## config.mk

```make
export PLATFORM = sky130hd
export DESIGN_NAME = core_step_ctrl
export DESIGN_NICKNAME = d
export VERILOG_FILES = /design/src/rtl/step_ctrl_pkg.sv /design/src/rtl/step_debounce.sv /design/src/rtl/core_step_ctrl.sv
export SDC_FILE = /design/constraint.sdc
export NUM_CORES = 1
export LEC_CHECK = 0
export BUFFER_PORTS_ARGS = -buffer_cell sky130_fd_sc_hd__buf_2
export CAP_MARGIN = 20
export CELL_PAD_IN_SITES_DETAIL_PLACEMENT = 1
export CELL_PAD_IN_SITES_GLOBAL_PLACEMENT = 1
export CORE_MARGIN = 5
export CORE_UTILIZATION = 42
export CTS_CLUSTER_DIAMETER = 150
export DETAILED_ROUTE_END_ITERATION = 7
export GPL_ROUTABILITY_DRIVEN = 0
export GPL_TIMING_DRIVEN = 1
export PLACE_DENSITY = 0.79
export SKIP_CTS_REPAIR_TIMING = 1
export SYNTH_ARGS = -nofsm -noshare
export SYNTH_HDL_FRONTEND = slang
export SYNTH_SLANG_ARGS = --single-unit
export TNS_END_PERCENT = 5
```

## constraint.sdc

```tcl
create_clock -name clk -period 4.85 [get_ports clk]
set_input_delay 0.485 -clock clk [delete_from_list [all_inputs] [get_ports clk]]
set_output_delay 0.485 -clock clk [all_outputs]
set_load 0.005 [all_outputs]
```

## src/rtl/step_ctrl_pkg.sv

```systemverilog
// step_ctrl_pkg
// Shared definitions for the core step controller: FSM state encoding
// (as seen on the debug overlay), default timing parameters for the
// 50 MHz board clock, and a counter-width helper.

package step_ctrl_pkg;

    // Encoding is visible on the VGA debug overlay, so values are pinned.
    typedef enum logic [1:0] {
        ST_IDLE  = 2'd0,
        ST_RUN   = 2'd1,
        ST_BREAK = 2'd2
    } step_state_t;

    // 10 ms of stability at 50 MHz.
    localparam int DEF_DEBOUNCE_CYCLES = 500000;
    // 2 Hz free-run advance at 50 MHz.
    localparam int DEF_RUN_DIV         = 25000000;
    localparam int DEF_PC_W            = 32;

    // Bits needed to hold 0..n-1, never less than one.
    function automatic int cnt_width(input int n);
        return (n > 1) ? $clog2(n) : 1;
    endfunction

endpackage

```

## src/rtl/step_debounce.sv

```systemverilog
// step_debounce
// Two-flop synchronizer followed by a stability counter. The output level
// only follows the synchronized input once it has disagreed with the
// current level for DEBOUNCE_CYCLES consecutive clocks, giving a total
// latency of DEBOUNCE_CYCLES+2 clocks from a clean input edge.
//
// Ports:
//   clk    in   system clock
//   rst    in   asynchronous active-high reset
//   din    in   raw asynchronous input
//   level  out  debounced stable level (0 after reset)

module step_debounce
    import step_ctrl_pkg::*;
#(
    parameter int DEBOUNCE_CYCLES = DEF_DEBOUNCE_CYCLES
) (
    input  logic clk,
    input  logic rst,
    input  logic din,
    output logic level
);

    localparam int               CNT_W    = cnt_width(DEBOUNCE_CYCLES);
    localparam logic [CNT_W-1:0] CNT_LAST = CNT_W'(DEBOUNCE_CYCLES - 1);

    logic             sync1;
    logic             sync2;
    logic [CNT_W-1:0] cnt;

    always_ff @(posedge clk or posedge rst) begin
        if (rst) begin
            sync1 <= 1'b0;
            sync2 <= 1'b0;
        end else begin
            sync1 <= din;
            sync2 <= sync1;
        end
    end

    // Any agreement with the current level restarts the stability window,
    // so only an unbroken run of the opposite value is accepted.
    always_ff @(posedge clk or posedge rst) begin
        if (rst) begin
            cnt   <= '0;
            level <= 1'b0;
        end else if (sync2 == level) begin
            cnt <= '0;
        end else if (cnt == CNT_LAST) begin
            level <= sync2;
            cnt   <= '0;
        end else begin
            cnt <= cnt + 1'b1;
        end
    end

endmodule

```

## src/rtl/core_step_ctrl.sv

```systemverilog
// core_step_ctrl
// Execution controller for the single-cycle RISC-V core. Converts the
// step push-button and run switch into a one-cycle core advance strobe
// (cpu_en), supporting single-step, divided free-run and a PC breakpoint.
//
// Build option: define STEP_BREAKPOINT_EN to include the PC breakpoint.
// Without it, sw_bp_en/bp_addr/pc are ignored, BREAK is unreachable and
// bp_hit is tied low.
//
// Ports:
//   clk          in   system clock
//   rst          in   asynchronous active-high reset
//   btn_step     in   raw step push-button (async, active-high)
//   sw_run       in   raw run switch (async, 1 = free-run)
//   sw_bp_en     in   breakpoint enable
//   bp_addr      in   breakpoint PC (word aligned)
//   pc           in   current core PC
//   cpu_en       out  one-cycle core advance strobe
//   halted       out  1 when not free-running (IDLE or BREAK)
//   bp_hit       out  1 while in BREAK
//   cycle_count  out  number of cpu_en pulses since reset (wraps)
//   state        out  FSM state for the debug display

module core_step_ctrl
    import step_ctrl_pkg::*;
#(
    parameter int DEBOUNCE_CYCLES = DEF_DEBOUNCE_CYCLES,
    parameter int RUN_DIV         = DEF_RUN_DIV,
    parameter int PC_W            = DEF_PC_W
) (
    input  logic            clk,
    input  logic            rst,
    input  logic            btn_step,
    input  logic            sw_run,
    input  logic            sw_bp_en,
    input  logic [PC_W-1:0] bp_addr,
    input  logic [PC_W-1:0] pc,
    output logic            cpu_en,
    output logic            halted,
    output logic            bp_hit,
    output logic [31:0]     cycle_count,
    output logic [1:0]      state
);

    localparam int               DIV_W    = cnt_width(RUN_DIV);
    localparam logic [DIV_W-1:0] DIV_LAST = DIV_W'(RUN_DIV - 1);

    step_state_t      state_q;
    step_state_t      state_next;
    logic             step_lvl;
    logic             step_prev;
    logic             run_lvl;
    logic             step_evt;
    logic             tick;
    logic             bp_match;
    logic             pulse;
    logic [DIV_W-1:0] div_q;
    logic             halted_q;
    logic [31:0]      count_q;

    step_debounce #(
        .DEBOUNCE_CYCLES(DEBOUNCE_CYCLES)
    ) u_step_db (
        .clk   (clk),
        .rst   (rst),
        .din   (btn_step),
        .level (step_lvl)
    );

    step_debounce #(
        .DEBOUNCE_CYCLES(DEBOUNCE_CYCLES)
    ) u_run_db (
        .clk   (clk),
        .rst   (rst),
        .din   (sw_run),
        .level (run_lvl)
    );

    // A held button gives one event: only the rising edge of the stable level.
    always_ff @(posedge clk or posedge rst) begin
        if (rst) begin
            step_prev <= 1'b0;
        end else begin
            step_prev <= step_lvl;
        end
    end

    assign step_evt = step_lvl & ~step_prev;
    assign tick     = (state_q == ST_RUN) && (div_q == DIV_LAST);

`ifdef STEP_BREAKPOINT_EN
    assign bp_match = sw_bp_en && (pc == bp_addr);
`else
    assign bp_match = 1'b0;

    logic unused_bp_inputs;
    assign unused_bp_inputs = ^{sw_bp_en, bp_addr, pc};
`endif

    // The advance strobe is decoded from registered state only, so an
    // asynchronous reset removes an in-flight pulse immediately.
    always_comb begin
        state_next = state_q;
        pulse      = 1'b0;
        case (state_q)
            ST_IDLE: begin
                if (step_evt) begin
                    pulse = 1'b1;
                end
                if (run_lvl) begin
                    state_next = ST_RUN;
                end
            end
            ST_RUN: begin
                // Dropping the run switch wins over a same-cycle tick.
                if (!run_lvl) begin
                    state_next = ST_IDLE;
                end else if (tick) begin
                    if (bp_match) begin
                        state_next = ST_BREAK;
                    end else begin
                        pulse = 1'b1;
                    end
                end
            end
            ST_BREAK: begin
                if (step_evt) begin
                    pulse      = 1'b1;
                    state_next = run_lvl ? ST_RUN : ST_IDLE;
                end else if (!run_lvl) begin
                    state_next = ST_IDLE;
                end
            end
            default: begin
                state_next = ST_IDLE;
            end
        endcase
    end

    // The divider only advances while staying in RUN; every entry into RUN
    // restarts it from zero, so the first pulse comes RUN_DIV cycles later.
    always_ff @(posedge clk or posedge rst) begin
        if (rst) begin
            state_q  <= ST_IDLE;
            halted_q <= 1'b1;
            div_q    <= '0;
            count_q  <= '0;
        end else begin
            state_q  <= state_next;
            halted_q <= (state_next != ST_RUN);
            if ((state_q == ST_RUN) && (state_next == ST_RUN) && !tick) begin
                div_q <= div_q + 1'b1;
            end else begin
                div_q <= '0;
            end
            count_q <= count_q + {31'd0, pulse};
        end
    end

`ifdef STEP_BREAKPOINT_EN
    logic bp_hit_q;

    always_ff @(posedge clk or posedge rst) begin
        if (rst) begin
            bp_hit_q <= 1'b0;
        end else begin
            bp_hit_q <= (state_next == ST_BREAK);
        end
    end

    assign bp_hit = bp_hit_q;
`else
    assign bp_hit = 1'b0;
`endif

    assign cpu_en      = pulse;
    assign halted      = halted_q;
    assign cycle_count = count_q;
    assign state       = state_q;

endmodule
```

==> results.md <==
- Worst setup EP type: flop
- Crit path required time: 5100 ps
- Final ANT Viol Nets: 0
- Clk_lat worst skew: 360 ps
- Core Area: 11500 µm²
- Fin. Hold Viols: 0
- Largest net degree at the start of global routing: 61
- Final Cell Area: 5600 µm²
- HP Class: in2reg
- Crit path kind: reg2reg
- H-Tree Depth: 3
- Cell family with most CP delay: simple AND/OR/NAND/NOR gates
- Critical R2R Capture: cycle_count[31]
- Seq cells post-synth: 105
- Post-synth cell types: 41
- Final period util: 0.656
- Fin crit period: 3180 ps
- Critical path depth: 10
- Drc violations: 0
- Area grow syn2layout: 12.3%
- GR Overflow Total: 0
- Leakage: 2.35 nW
- Number of cell rows: 39
- Synth Flop Type: dfrtp_1
- Initial Util: 0.433
- Clock Skews: 13.1 ps
- Top Ports: 106
- Die height: 119 µm
- Routed wire length: 10700 µm
- Slew @ Worst Pin: 1110 ps
- R2R depth: 10
- Grt met1 use: 0.206
- Max Cap Viol: 0
- Avg Inst Size Synth: 10.4 µm²
- Critical Path Start: div_q[0]
- Critical path arrival: 3430 ps
- Total CTS buffers: 9
- Critical path endpoint: cycle_count[31]
- First-pass GRT wire length: 18600 µm
- Post-synth EDFFs: 0
- Initial DRC Count: 187
- # clock sinks: 105
- Top Usage Layer GRT: met2
- Max_slew headroom: 0.257
- Final hold slack: 242 ps
- Outcome: completed
- Worst path bufs/invs: 0
- Sequential element share of the synthesized area: 0.527
- DIE AREA: 14100 µm²
- Drt first pass iters: 6
- Unrepaired setup endpoints after global routing: false
- Slowest-stage cell, CP: nor4b_2
- Mapped Area: 4980 µm²
- Asr flop ratio synth: 1.00
- Max Buffers Root-to-Sink: 2
- Layout Nets: 589
- Die width: 119 µm
- N_diodes: 0
- Vias after detailed routing: 3655
- Layout cells sized above 1: 0.163
- Fmax: 314 MHz
- Worst-path clk slew: 70 ps
- Fin worst setup slack: 1670 ps
- Vias in the first global route: 3808
- Crit path largest cell delay: 920 ps
- Startpoint Class: flop
- Vias per cell: 5.51
- Peak supply drop: 0.000155 V
- DP Area: 5300 µm²
- GRT Resource Usage Total: 0.159
- Finished Core Util: 0.486
- Max Slew Vio Count: 0
- Initial antenna violation count: 0
- Dpl ws: 1660 ps
- # setup viols final: 0
- Cell Chain, Critical Path: ha_1 -> nand3_2 -> nor2_1 -> nand4_1 -> nand2_1 -> ha_1 -> nand3_1 -> nor4b_2 -> nand4_1 -> xnor2_1
- CP Max Fanout: 11
- Reg2reg start: div_q[0]
- Cells after Synth: 479
- Grt met2 use: 0.264
- Input/output buffers: 39
- PD cells: 298 nW/µm²
- GR Util met3: 0.0450
- Wire per inst: 16.2 µm
- Hpwl dp: 7400 µm
- Setup TNS: 0 ps
- CTS tree: built
- Clock Tree Root: clkbuf_16
- Post-Syn Nets: 553
- Synth warnings: 0
- R2R setup slack: 1670 ps
==> final cells by class <==
class,instances,area [µm²]
clock buffers,10,239
clock inverters,6,65.1
fillers,1291,5920
inverters,13,51.3
multi-input cells,345,2230
flip-flops and latches,105,2630
well taps,143,179
repair buffers,41,210
==> cell families after synthesis <==
| kind of cell | share of synthesized area |
|---|---|
| fa+ha+maj | 0.0126 |
| compound gates | 0.0489 |
| simple gates | 0.254 |
| flops | 0.527 |
| xor+xnor | 0.125 |
| mux | 0.00452 |
| other cells | 0.000752 |
| buf+inv | 0.0274 |
==> stage by stage <==
stage | cells | total power, mW
floorplan | 479 | 0.931
global placement | 647 | 0.939
detailed placement | 647 | 0.941
CTS | 663 | 1.70
global route | 663 | 1.74
finish | 663 | 1.67
==> registers in the layout, summed over array words and instances, names as in the netlist <==
name	flops
u_run_db.sync1	1
u_step_db.cnt	19
u_run_db.level	1
state	2
u_step_db.level	1
u_run_db.cnt	19
halted	1
step_prev	1
cycle_count	32
u_step_db.sync2	1
div_q	25
u_step_db.sync1	1
u_run_db.sync2	1
==> worst min path at each step <==
stage | from | to | slack [ps] | cells past startpoint
final | sw_run | u_run_db.sync1 | 240 | 1
after CTS | sw_run | u_run_db.sync1 | 220 | 1
after global routing | btn_step | u_step_db.sync1 | 230 | 1
after detailed placement | u_step_db.sync1 | u_step_db.sync2 | 350 | 0
after global placement | u_step_db.sync1 | u_step_db.sync2 | 340 | 0
after floorplan | u_run_db.sync1 | u_run_db.sync2 | 330 | 0
==> placed cells by master (no fill, tap or decap), types with 3 or more instances in the layout <==
cell type,netlist,layout
o21ai_0,9,9
dfrtp_1,104,104
nand3_1,29,29
nand3b_1,3,3
nand2_1,30,30
or2_2,5,5
nor3_1,11,11
xnor2_1,51,51
or4_1,13,13
nor4_1,10,10
buf_2,4,39
and2_1,4,4
nand4_1,31,31
or3_1,10,10
clkbuf_16,0,9
and4_1,8,8
o31ai_1,9,9
inv_1,13,12
a21oi_1,18,18
ha_1,5,5
nor2_1,44,44
and3_1,7,7
nor2_2,10,10
xor2_1,20,20
==> power by group <==
group          switching, mW  leakage, nW  internal, mW
clock network          0.332        0.149         0.416
logic                 0.0276        0.747       0.00710
registers            0.00629         1.45         0.881
==> routing by layer <==
layer | part of all wire | up-vias
li1 | - | 1760
met1 | 0.46 | 1847
met2 | 0.49 | 39
met3 | 0.032 | 9
met4 | 0.011 | 0
met5 | 0 | -
==> synth_stat cells, types with 2 or more instances <==
library cell | count | area, µm²
mux2_2 | 2 | 22.5
o21ai_0 | 9 | 45.0
xor2_1 | 20 | 175
a21oi_1 | 18 | 90.1
and2_1 | 4 | 25.0
nor2_1 | 44 | 165
nor4_1 | 10 | 62.6
nor2_2 | 10 | 62.6
buf_2 | 4 | 20.0
ha_1 | 5 | 62.6
nand3_2 | 2 | 20.0
or4_4 | 2 | 22.5
nand4_1 | 31 | 194
or4_1 | 13 | 97.6
xnor2_1 | 51 | 447
dfrtp_1 | 104 | 2600
nand3b_1 | 3 | 22.5
or3_1 | 10 | 62.6
and3_1 | 7 | 43.8
nand3_1 | 29 | 145
or2_2 | 5 | 31.3
and4_1 | 8 | 70.1
or4b_1 | 2 | 20.0
nor3_1 | 11 | 55.1
o31ai_1 | 9 | 67.6
o21ai_4 | 2 | 32.5
clkbuf_1 | 9 | 33.8
nand2_1 | 30 | 113
inv_1 | 13 | 48.8
(Power assumes the default switching activity.)
